$ cat config.mk
export PLATFORM = sky130hd
export DESIGN_NAME = weight_stream_reader
export DESIGN_NICKNAME = d
export VERILOG_FILES = /design/src/rtl/weight_stream_pkg.sv /design/src/rtl/weight_skid_fifo.sv /design/src/rtl/weight_stream_reader.sv
export SDC_FILE = /design/constraint.sdc
export NUM_CORES = 1
export LEC_CHECK = 0
export ABC_AREA = 1
export ABC_CLOCK_PERIOD_IN_PS = 6300
export BUFFER_PORTS_ARGS = -buffer_cell sky130_fd_sc_hd__clkbuf_2
export CELL_PAD_IN_SITES_DETAIL_PLACEMENT = 1
export CELL_PAD_IN_SITES_GLOBAL_PLACEMENT = 1
export CORE_UTILIZATION = 25
export CTS_CLUSTER_SIZE = 30
export DETAILED_ROUTE_END_ITERATION = 8
export PLACE_DENSITY = 0.61
export SYNTH_ARGS = -nofsm -noshare
export SYNTH_HDL_FRONTEND = slang
export SYNTH_SLANG_ARGS = --single-unit
$ cat constraint.sdc
create_clock -name CLK -period 6.3 [get_ports CLK]
set_clock_uncertainty 0.2 [all_clocks]
set_input_delay 1.26 -clock CLK [delete_from_list [all_inputs] [get_ports CLK]]
set_output_delay 1.26 -clock CLK [all_outputs]
set_load 0.03 [all_outputs]
$ cat src/rtl/weight_stream_pkg.sv
// Shared definitions for the weight stream reader.
//   DefaultDepth/DefaultAddrW/DefaultDataW : default geometry of one per-neuron weight BRAM
//   ws_state_e                             : sequencer states
//   w_entry_t                              : one buffered word with its address and last flag
package weight_stream_pkg;

  localparam int unsigned DefaultDepth = 28;
  localparam int unsigned DefaultAddrW = 5;
  localparam int unsigned DefaultDataW = 16;

  typedef enum logic [1:0] {
    StIdle,
    StFetch,
    StDrain,
    StFin
  } ws_state_e;

  typedef struct packed {
    logic [DefaultDataW-1:0] data;
    logic [DefaultAddrW-1:0] index;
    logic                    last;
  } w_entry_t;

endpackage

$ cat src/rtl/weight_skid_fifo.sv
// Two-entry synchronous FIFO holding weight words between BRAM capture and the stream port.
//   clk_i, rst_ni : clock, asynchronous active-low reset (clears storage and pointers)
//   push_i        : write entry_i (accepted when not full, or when full and popping)
//   pop_i         : remove the head entry (ignored when empty)
//   full_o        : both entries occupied
//   empty_o       : no entry occupied
//   head_o        : oldest entry; all-zero after reset
module weight_skid_fifo
  import weight_stream_pkg::*;
(
  input  logic     clk_i,
  input  logic     rst_ni,
  input  logic     push_i,
  input  w_entry_t entry_i,
  input  logic     pop_i,
  output logic     full_o,
  output logic     empty_o,
  output w_entry_t head_o
);

  w_entry_t   mem_q [2];
  w_entry_t   mem_d [2];
  logic       wr_ptr_q, wr_ptr_d;
  logic       rd_ptr_q, rd_ptr_d;
  logic [1:0] count_q, count_d;
  logic       do_push, do_pop;

  always_comb begin
    do_pop   = pop_i && (count_q != 2'd0);
    // A push into a full FIFO is fine when the head leaves in the same cycle.
    do_push  = push_i && ((count_q != 2'd2) || do_pop);
    mem_d    = mem_q;
    wr_ptr_d = wr_ptr_q;
    rd_ptr_d = rd_ptr_q;
    count_d  = count_q;
    if (do_push) begin
      mem_d[wr_ptr_q] = entry_i;
      wr_ptr_d        = ~wr_ptr_q;
    end
    if (do_pop) begin
      rd_ptr_d = ~rd_ptr_q;
    end
    case ({do_push, do_pop})
      2'b10:   count_d = count_q + 2'd1;
      2'b01:   count_d = count_q - 2'd1;
      default: count_d = count_q;
    endcase
  end

  always_ff @(posedge clk_i or negedge rst_ni) begin
    if (!rst_ni) begin
      mem_q[0] <= '0;
      mem_q[1] <= '0;
      wr_ptr_q <= 1'b0;
      rd_ptr_q <= 1'b0;
      count_q  <= 2'd0;
    end else begin
      mem_q    <= mem_d;
      wr_ptr_q <= wr_ptr_d;
      rd_ptr_q <= rd_ptr_d;
      count_q  <= count_d;
    end
  end

  assign full_o  = (count_q == 2'd2);
  assign empty_o = (count_q == 2'd0);
  assign head_o  = mem_q[rd_ptr_q];

endmodule

$ cat src/rtl/weight_stream_reader.sv
// Read-side sequencer for one per-neuron weight BRAM (negedge-clocked, registered DO).
// On START it reads addresses 0..DEPTH-1 and streams each word, with its index and a
// last flag, on a valid/ready port towards the MAC datapath. The BRAM is never written.
//   CLK, RST_N           : clock (posedge), asynchronous active-low reset
//   START                : one-cycle pulse, accepted only in idle
//   BUSY, DONE           : pass in progress / one-cycle end-of-pass pulse
//   BRAM_ADDR/EN/WE/DO   : BRAM read port (WE tied low)
//   W_DATA/INDEX/LAST    : stream payload taken from the FIFO head
//   W_VALID, W_READY     : stream handshake
//   CHECKSUM             : running sum of transferred words, only when
//                          WEIGHT_STREAM_CHECKSUM_EN is defined
// ADDR_W and DATA_W must match the package widths that size w_entry_t.
module weight_stream_reader
  import weight_stream_pkg::*;
#(
  parameter int unsigned DEPTH  = DefaultDepth,
  parameter int unsigned ADDR_W = DefaultAddrW,
  parameter int unsigned DATA_W = DefaultDataW
) (
  input  logic              CLK,
  input  logic              RST_N,
  input  logic              START,
  output logic              BUSY,
  output logic              DONE,
  output logic [ADDR_W-1:0] BRAM_ADDR,
  output logic              BRAM_EN,
  output logic              BRAM_WE,
  input  logic [DATA_W-1:0] BRAM_DO,
  output logic [DATA_W-1:0] W_DATA,
  output logic [ADDR_W-1:0] W_INDEX,
  output logic              W_LAST,
  output logic              W_VALID,
  input  logic              W_READY
`ifdef WEIGHT_STREAM_CHECKSUM_EN
  ,
  output logic [DATA_W-1:0] CHECKSUM
`endif
);

  localparam logic [ADDR_W-1:0] LastAddr = ADDR_W'(DEPTH - 1);

  ws_state_e         state_q, state_d;
  logic [ADDR_W-1:0] rd_ptr_q, rd_ptr_d;
  logic [ADDR_W-1:0] bram_addr_q, bram_addr_d;
  logic              bram_en_q, bram_en_d;
  logic              busy_q, busy_d;
  logic              done_q, done_d;
  logic              fifo_full, fifo_empty;
  logic              pop, credit_ok;
  logic [1:0]        occupancy, credit_used;
  w_entry_t          push_entry, head;
`ifdef WEIGHT_STREAM_CHECKSUM_EN
  logic [DATA_W-1:0] csum_q, csum_d;
`endif

  // A read issued last cycle (BRAM_EN high now) is the in-flight word; it lands this edge.
  assign push_entry = '{data: BRAM_DO, index: bram_addr_q, last: (bram_addr_q == LastAddr)};

  weight_skid_fifo u_fifo (
    .clk_i   (CLK),
    .rst_ni  (RST_N),
    .push_i  (bram_en_q),
    .entry_i (push_entry),
    .pop_i   (pop),
    .full_o  (fifo_full),
    .empty_o (fifo_empty),
    .head_o  (head)
  );

  assign pop         = !fifo_empty && W_READY;
  assign occupancy   = fifo_full ? 2'd2 : {1'b0, !fifo_empty};
  // Occupancy plus in-flight never exceeds 2, so the 2-bit sum cannot wrap.
  assign credit_used = occupancy + {1'b0, bram_en_q} - {1'b0, pop};
  assign credit_ok   = (credit_used < 2'd2);

  always_comb begin
    state_d     = state_q;
    rd_ptr_d    = rd_ptr_q;
    bram_addr_d = bram_addr_q;
    bram_en_d   = 1'b0;
`ifdef WEIGHT_STREAM_CHECKSUM_EN
    csum_d      = pop ? (csum_q + head.data) : csum_q;
`endif
    unique case (state_q)
      StIdle: begin
        if (START) begin
          state_d  = StFetch;
          rd_ptr_d = '0;
`ifdef WEIGHT_STREAM_CHECKSUM_EN
          csum_d   = '0;
`endif
        end
      end
      StFetch: begin
        if (credit_ok) begin
          bram_en_d   = 1'b1;
          bram_addr_d = rd_ptr_q;
          if (rd_ptr_q == LastAddr) begin
            state_d = StDrain;
          end else begin
            rd_ptr_d = rd_ptr_q + 1'b1;
          end
        end
      end
      StDrain: begin
        // Finishing as the last word leaves lets DONE follow the final transfer directly.
        if (pop && head.last && (occupancy == 2'd1) && !bram_en_q) begin
          state_d = StFin;
        end
      end
      StFin: begin
        state_d = StIdle;
      end
      default: begin
        state_d = StIdle;
      end
    endcase
    busy_d = (state_d == StFetch) || (state_d == StDrain);
    done_d = (state_d == StFin);
  end

  always_ff @(posedge CLK or negedge RST_N) begin
    if (!RST_N) begin
      state_q     <= StIdle;
      rd_ptr_q    <= '0;
      bram_addr_q <= '0;
      bram_en_q   <= 1'b0;
      busy_q      <= 1'b0;
      done_q      <= 1'b0;
`ifdef WEIGHT_STREAM_CHECKSUM_EN
      csum_q      <= '0;
`endif
    end else begin
      state_q     <= state_d;
      rd_ptr_q    <= rd_ptr_d;
      bram_addr_q <= bram_addr_d;
      bram_en_q   <= bram_en_d;
      busy_q      <= busy_d;
      done_q      <= done_d;
`ifdef WEIGHT_STREAM_CHECKSUM_EN
      csum_q      <= csum_d;
`endif
    end
  end

  assign BUSY      = busy_q;
  assign DONE      = done_q;
  assign BRAM_EN   = bram_en_q;
  assign BRAM_ADDR = bram_addr_q;
  assign BRAM_WE   = 1'b0;
  assign W_VALID   = !fifo_empty;
  assign W_DATA    = head.data;
  assign W_INDEX   = head.index;
  assign W_LAST    = head.last;
`ifdef WEIGHT_STREAM_CHECKSUM_EN
  assign CHECKSUM  = csum_q;
`endif

endmodule

==> metrics.cfg, run 1 <==
[clock_tree]
cts_setup_buffers=0
insertion_delay_ns=0.32
cts_tree=done
cts.clk_slew.worst_paths_ns=0.05
cts_sinks=63
ctsHtreeMaxLevel=3
clockRootBuffer=clkbuf_16
cts_buffer_depth=2
cts_resized=0
cts_hold_buffers=0
cts_buffers=9

[timing]
finalSetupTns_ns=0
worst_pin_slew_ns=1.099
final_hold_viol_count=0
holdWs_ns=0.2804
slew_headroom_pct=26.75
period_share_pct=59.93
rsz0062_at_grt=false
drv_slew=0
min_period_ns=3.776
finalSetupViolations=0
fmax_mhz=264.9

[outcome]
status=complete, but fails checks
violations=design-rule violations

[synthesis]
syn-mean-instance-area_um2=8.408
netlist_instances=354
netlist-cell-type-count=22
syn_nets=378
ys_async_sr_fraction_pct=100.0
yosys_warnings=0
synth.cell_area_mm2=0.002977
synth-seq-area-share_pct=52.96
synth_edf_count=0
ys_ff_latch=63
synthFlopType=dfrtp_1

[global_route]
grt_pass1_wl_mm=12.01
top_usage_layer=met2
antenna_found_initial=0
grt_use_total_pct=12.41
globalRouteMet2Util_pct=20.13
grt_pass1_vias=2474
grtUsageMet1_pct=15.20
overflow=0
grt_util_met3_pct=4.811
grt_max_degree=64

[setup_path]
path_max_fanout=23
crit_buf_inv=2
worstPathArrival_ns=2.32
start_kind=register
end_kind=output port
crit_top_cell=nand2_1
crit_chain=inv_1, nand2_1, nand2_1, clkbuf_2
reg2reg_to=BUSY
reg2reg_from=u_fifo.rd_ptr_q
path_delay_family=flip-flops
path_class=register to output port
critical_path.max_stage_delay_ns=0.85
rrSetupSlack_ns=3.62
worst-r2r-cell-count=8
required_ns=4.84
worst_path_max_delay_cell=dfrtp_1

[route]
ant_nets=0
wirelength_mm=6.914
routedWlPerCell_um=12.71
drtIter0Drc=103
post_drt_via_cell_ratio=4.232
dr.pass1.iters=6
drcViolationCount=10
dr_total_vias=2302

[floorplanning]
core-area_mm2=0.01152
rows=39
initial_core_util_pct=25.85
die_x_um=111.1
boundaryPins=52
dieArea_mm2=0.01235
die_y_um=111.1

[worst_hold_path]
hold_depth=2
hold_path_startpoint=u_fifo.mem_q[38]
whs_endpoint=u_fifo.mem_q[38]
min_path_type=register to register

[power_and_ir_drop]
cellLeakagePower_nw=1.892
power_density_mw_per_mm2=608.3
ir_worst_vdd_uv=193.2
power_w=0.002161

[final_layout]
fill_cells=1401
area_growth_pct=19.34
diodes=0
drive_gt1_share_pct=22.69
final_area_mm2=0.003552
fin_nets=422

[placement]
dp_hpwl_mm=4.613
place_area_mm2=0.003287
portBuffers=50
place_congestion=0.7801

[run]
max_cap_viol_count=0

[stage by stage]
| stage | cells | setup slack [ns] | utilization, % |
|---|---|---|---|
| detailed placement | 530 | 2.791 | 28.54 |
| global route | 544 | 2.326 | 30.85 |
| floorplan | 354 | 3.430 | - |
| global placement | 530 | 2.807 | 28.54 |
| finish | 544 | 2.524 | 30.85 |
| CTS | 544 | 2.427 | 30.85 |
[registers in the layout, summed over array words and instances, names as in the netlist]
register and cells:
BRAM_ADDR 5, BRAM_EN 1, BUSY 1, DONE 1, rd_ptr_q 5, state_q 2
u_fifo.count_q 2, u_fifo.mem_q 44, u_fifo.rd_ptr_q 1, u_fifo.wr_ptr_q 1
[area by class of cell]
cell class | instances | area [µm²] | share of cell area [%]
multi-input cells | 235 | 1127 | 31.74
clock buffers | 13 | 260.3 | 7.327
inverters | 37 | 138.9 | 3.910
well taps | 143 | 178.9 | 5.037
flip-flops and latches | 63 | 1577 | 44.38
clock inverters | 1 | 5.005 | 0.1409
repair buffers | 52 | 265.3 | 7.467
[Yosys cell counts (4+ instances only)]
| cell | instances | area [µm²] |
|---|---|---|
| buf_4 | 6 | 45.04 |
| inv_1 | 36 | 135.1 |
| nand3_1 | 13 | 65.06 |
| o21ai_0 | 31 | 155.2 |
| o21ai_2 | 22 | 192.7 |
| nor2_1 | 7 | 26.28 |
| dfrtp_1 | 63 | 1577 |
| nand2_1 | 141 | 529.3 |
| ha_1 | 4 | 50.05 |
| clkbuf_1 | 6 | 22.52 |
| buf_6 | 5 | 56.30 |
| a21oi_1 | 5 | 25.02 |
[kinds of logic (layout without fill, tap and decap cells)]
kind of cell	Yosys count	in the layout	share of synthesized area, %
other	1	1	0.1260
and+or+nand+nor	168	168	22.36
AOI/OAI and AO/OA	58	58	12.53
xor gates and xnor gates	4	4	1.177
buffers and inverters	56	103	9.163
DFF	63	63	52.96
adders and majority gates	4	4	1.681
[report_power, final]
group	leakage (nW)	total (W)	switching [W]	internal (W)
Sequential	0.785	0.000717	0.000133	0.000583
Clock	0.132	0.000445	0.000163	0.000282
Combinational	0.975	0.000999	0.000698	0.000300
Total	1.89	0.00216	0.000995	0.00117
[per-layer routing]
metal  up-vias  wire length, µm
met5         -                0
met2        40             3152
met1      1076             3387
li1       1180                -
met3         6              293
met4         0               81
[worst reg2reg max path, stage by stage (launching register included)]
cell,delay (ns)
dfrtp_1,0.85
inv_1,0.63
nand2_1,0.18
nand2_1,0.13
nand2_1,0.10
nand2_1,0.05
inv_1,0.07
a21oi_1,0.08
ha_1,0.28
[cells in the final DEF, fill, tap and decap left out, drive strengths merged]
master,netlist,routed
ha,4,4
or2,2,2
nand3,13,13
a21oi,5,5
buf,13,2
nor2,7,7
nand2,143,143
clkbuf,6,63
o21ai,53,53
inv,37,37
xnor2,2,2
nand3b,1,1
dfrtp,63,63
conb,1,1
clkinv,0,1
nor3,2,2
xor2,2,2
[how the worst max path moves through the flow]
stage | from | end | cells after the start
after floorplan | W_READY | BUSY | 9
after global placement | u_fifo.rd_ptr_q | W_LAST | 4
after detailed placement | u_fifo.rd_ptr_q | W_LAST | 4
after CTS | u_fifo.rd_ptr_q | W_LAST | 4
after global routing | u_fifo.rd_ptr_q | W_LAST | 4
final | u_fifo.rd_ptr_q | W_LAST | 4
No activity file was read; power rests on OpenSTA's default activity.
==> run 2: changes to the inputs <==
ABC_AREA = 0   (was 1)
ABC_CLOCK_PERIOD_IN_PS = 3500   (was 6300)
PLACE_DENSITY = 0.58   (was 0.61)
clock period = 3.5 ns   (was 6.3 ns; I/O delays follow)
==> run 2 against run 1 <==
Net effect: the flow now finishes without violations; clock-buffer cell count shrank 4; via count shrank 21%; area after synthesis shrank 3.0%; non-clock buffer count grew 2; wire length shrank 11%; combinational power grew 100%; global-route usage shrank 0.81 points; critical path depth shrank 1; critical path type unchanged; critical endpoint is now W_DATA[12]; largest power group unchanged.
==> metrics.cfg, run 2 <==
[run]
max_cap_viol_count=0

[floorplanning]
die_y_um=109.5
die_x_um=109.5
initial_core_util_pct=26.18
dieArea_mm2=0.01198
core-area_mm2=0.01103
rows=38
boundaryPins=52

[global_route]
antenna_found_initial=0
overflow=0
grt_pass1_vias=2080
grt_use_total_pct=11.61
grt_max_degree=36
grt_pass1_wl_mm=10.34

[final_layout]
area_growth_pct=23.83
multi_input_area_mm2=0.001217
regMostFlops=u_fifo.mem_q
final_cell_mix=mux2_2 (68), dfrtp_1 (63), clkbuf_2 (50)
fill_cells=1193
regArea_mm2=0.001577
diodes=0
drive_gt1_share_pct=53.53
largest_reg_flops=44
layout_commonest_cell=mux2_2
fin_nets=288

[synthesis]
synthMuxAreaShare_pct=26.86
synth.most_common_cell=mux2_2
synth_top_family_by_area=multiplexers
yosys-top-cells-area=dfrtp_1 (55%), mux2_2 (27%), buf_4 (2.1%), ha_1 (1.7%), a21o_1 (1.0%)
yosys.area_share.simple_pct=6.153
synth.cell_area_mm2=0.002888
ys_async_sr_fraction_pct=100.0
netlist_instances=212
ys_ff_latch=63
synth_top_area_share_pct=54.59
synth-xor-area-share_pct=2.340
syn-mean-instance-area_um2=13.62
synthAdderAreaFrac_pct=1.733
yosys_warnings=0
syn_nets=236
synth_compound_area_share_pct=4.853
yosys-top-cells-count=mux2_2 (68), dfrtp_1 (63), buf_4 (8), nand2_1 (8), nor2_1 (5)
yosysTopAreaCell=dfrtp_1
netlist-cell-type-count=35
synth-seq-area-share_pct=54.59
synthFlopType=dfrtp_1
synth_edf_count=0

[placement]
place_congestion=0.7443
dp_hpwl_mm=4.319
portBuffers=50

[route]
ant_nets=0
routedWlPerCell_um=14.96
post_drt_via_cell_ratio=4.425
drtIter0Drc=49
drcViolationCount=0
dr.pass1.iters=5
wirelength_mm=6.119
dr_total_vias=1810

[timing]
finalSetupTns_ns=0
fmax_mhz=353.6
period_share_pct=80.79
rsz0062_at_grt=false
min_period_ns=2.828
finalSetupViolations=0
drv_slew=0
worst_pin_slew_ns=0.7711
final_hold_viol_count=0
slew_headroom_pct=48.60

[clock_tree]
cts_sinks=63
cts_tree=done
clockRootBuffer=clkbuf_16
cts_setup_buffers=0
cts.clk_slew.worst_paths_ns=0.06
cts_hold_buffers=0
ctsHtreeMaxLevel=3
cts_resized=0
insertion_delay_ns=0.32
cts_buffer_depth=2
cts_buffers=9

[setup_path]
worstPathArrival_ns=1.93
path_class=register to output port
worst-r2r-cell-count=8
required_ns=2.60
path_max_fanout=13
start_kind=register
end_kind=output port

[power_and_ir_drop]
cellLeakagePower_nw=1.606
power_density_mw_per_mm2=1191
power_w=0.004258
ir_worst_vdd_uv=441.0

[worst_hold_path]
min_path_type=input port to asynchronous set/reset pin

[outcome]
status=finished clean

[run 2: cell count changes in the layout (fill, tap and decap cells not counted), moves of 3 or more]
| cell | previous run | this run |
|---|---|---|
| nand3_1 | 13 | 3 |
| nand2b_1 | 0 | 4 |
| mux2_2 | 0 | 68 |
| nand2_1 | 141 | 8 |
| nor2_1 | 7 | 4 |
| clkinvlp_4 | 0 | 4 |
| inv_1 | 36 | 4 |
| nor2b_1 | 0 | 3 |
| a21o_1 | 0 | 4 |
| o21ai_0 | 31 | 4 |
| o21ai_2 | 22 | 1 |
| a21oi_1 | 5 | 1 |
[run 2: final cells by class]
cell class / instances / share of cell area, %
well taps: 140 / 4.899
repair buffers: 54 / 8.188
inverters: 4 / 0.4199
multi-input cells: 132 / 34.04
clock inverters: 7 / 2.064
flip-flops and latches: 63 / 44.09
clock buffers: 9 / 6.298
[run 2: final timing paths]
check                                  start                to  slack (ns)
max                          u_fifo.rd_ptr_q        W_DATA[12]        0.67
min                                    RST_N  u_fifo.mem_q[34]        0.24
max reg2reg                u_fifo.count_q[0]              BUSY        0.87
min reg2reg                  u_fifo.mem_q[0]   u_fifo.mem_q[0]        0.28
max in group asynchronous              RST_N        state_q[0]        2.21
min in group CLK             u_fifo.mem_q[0]   u_fifo.mem_q[0]        0.28
[run 2: report_power, final]
group / internal, W / switching, W / leakage (nW)
clock: 0.000550 / 0.000326 / 0.134
combinational: 0.000931 / 0.00110 / 0.716
sequential: 0.00108 / 0.000270 / 0.756
total: 0.00256 / 0.00169 / 1.61
[run 2: critical path: stages (launching register included)]
cell and delay (ns):
dfrtp_1 0.73, buf_4 0.33, mux2_2 0.36, clkbuf_2 0.18
[run 2: kinds of logic after synthesis]
| logic type | after synthesis |
|---|---|
| flops | 63 |
| fa+ha+maj | 4 |
| mux | 69 |
| compound gates | 19 |
| other cells | 1 |
| simple gates | 33 |
| xor+xnor | 6 |
| buf+inv | 17 |
[run 2: routing by layer]
layer | share of wire (%) | routed length, µm | GRT usage [%] | vias to the layer above
met1 | 44 | 2721 | 13.39 | 915
met3 | 4.5 | 273 | 3.616 | 6
met4 | 1.3 | 82 | 5.238 | 0
met5 | 0 | 0 | 0 | -
met2 | 50 | 3042 | 19.68 | 34
li1 | - | - | - | 855
[run 2: through the flow]
step	instance area (µm²)	hold slack [ns]	util (%)	setup slack (ns)	instances
after floorplan	2888	0.2044	-	0.9499	212
after global placement	3277	0.2634	29.71	0.8726	393
after detailed placement	3277	0.2707	29.71	0.7855	393
after CTS	3576	0.2679	32.42	0.5590	409
after global routing	3576	0.2952	32.42	0.4908	409
final	3576	0.2405	32.42	0.6722	409
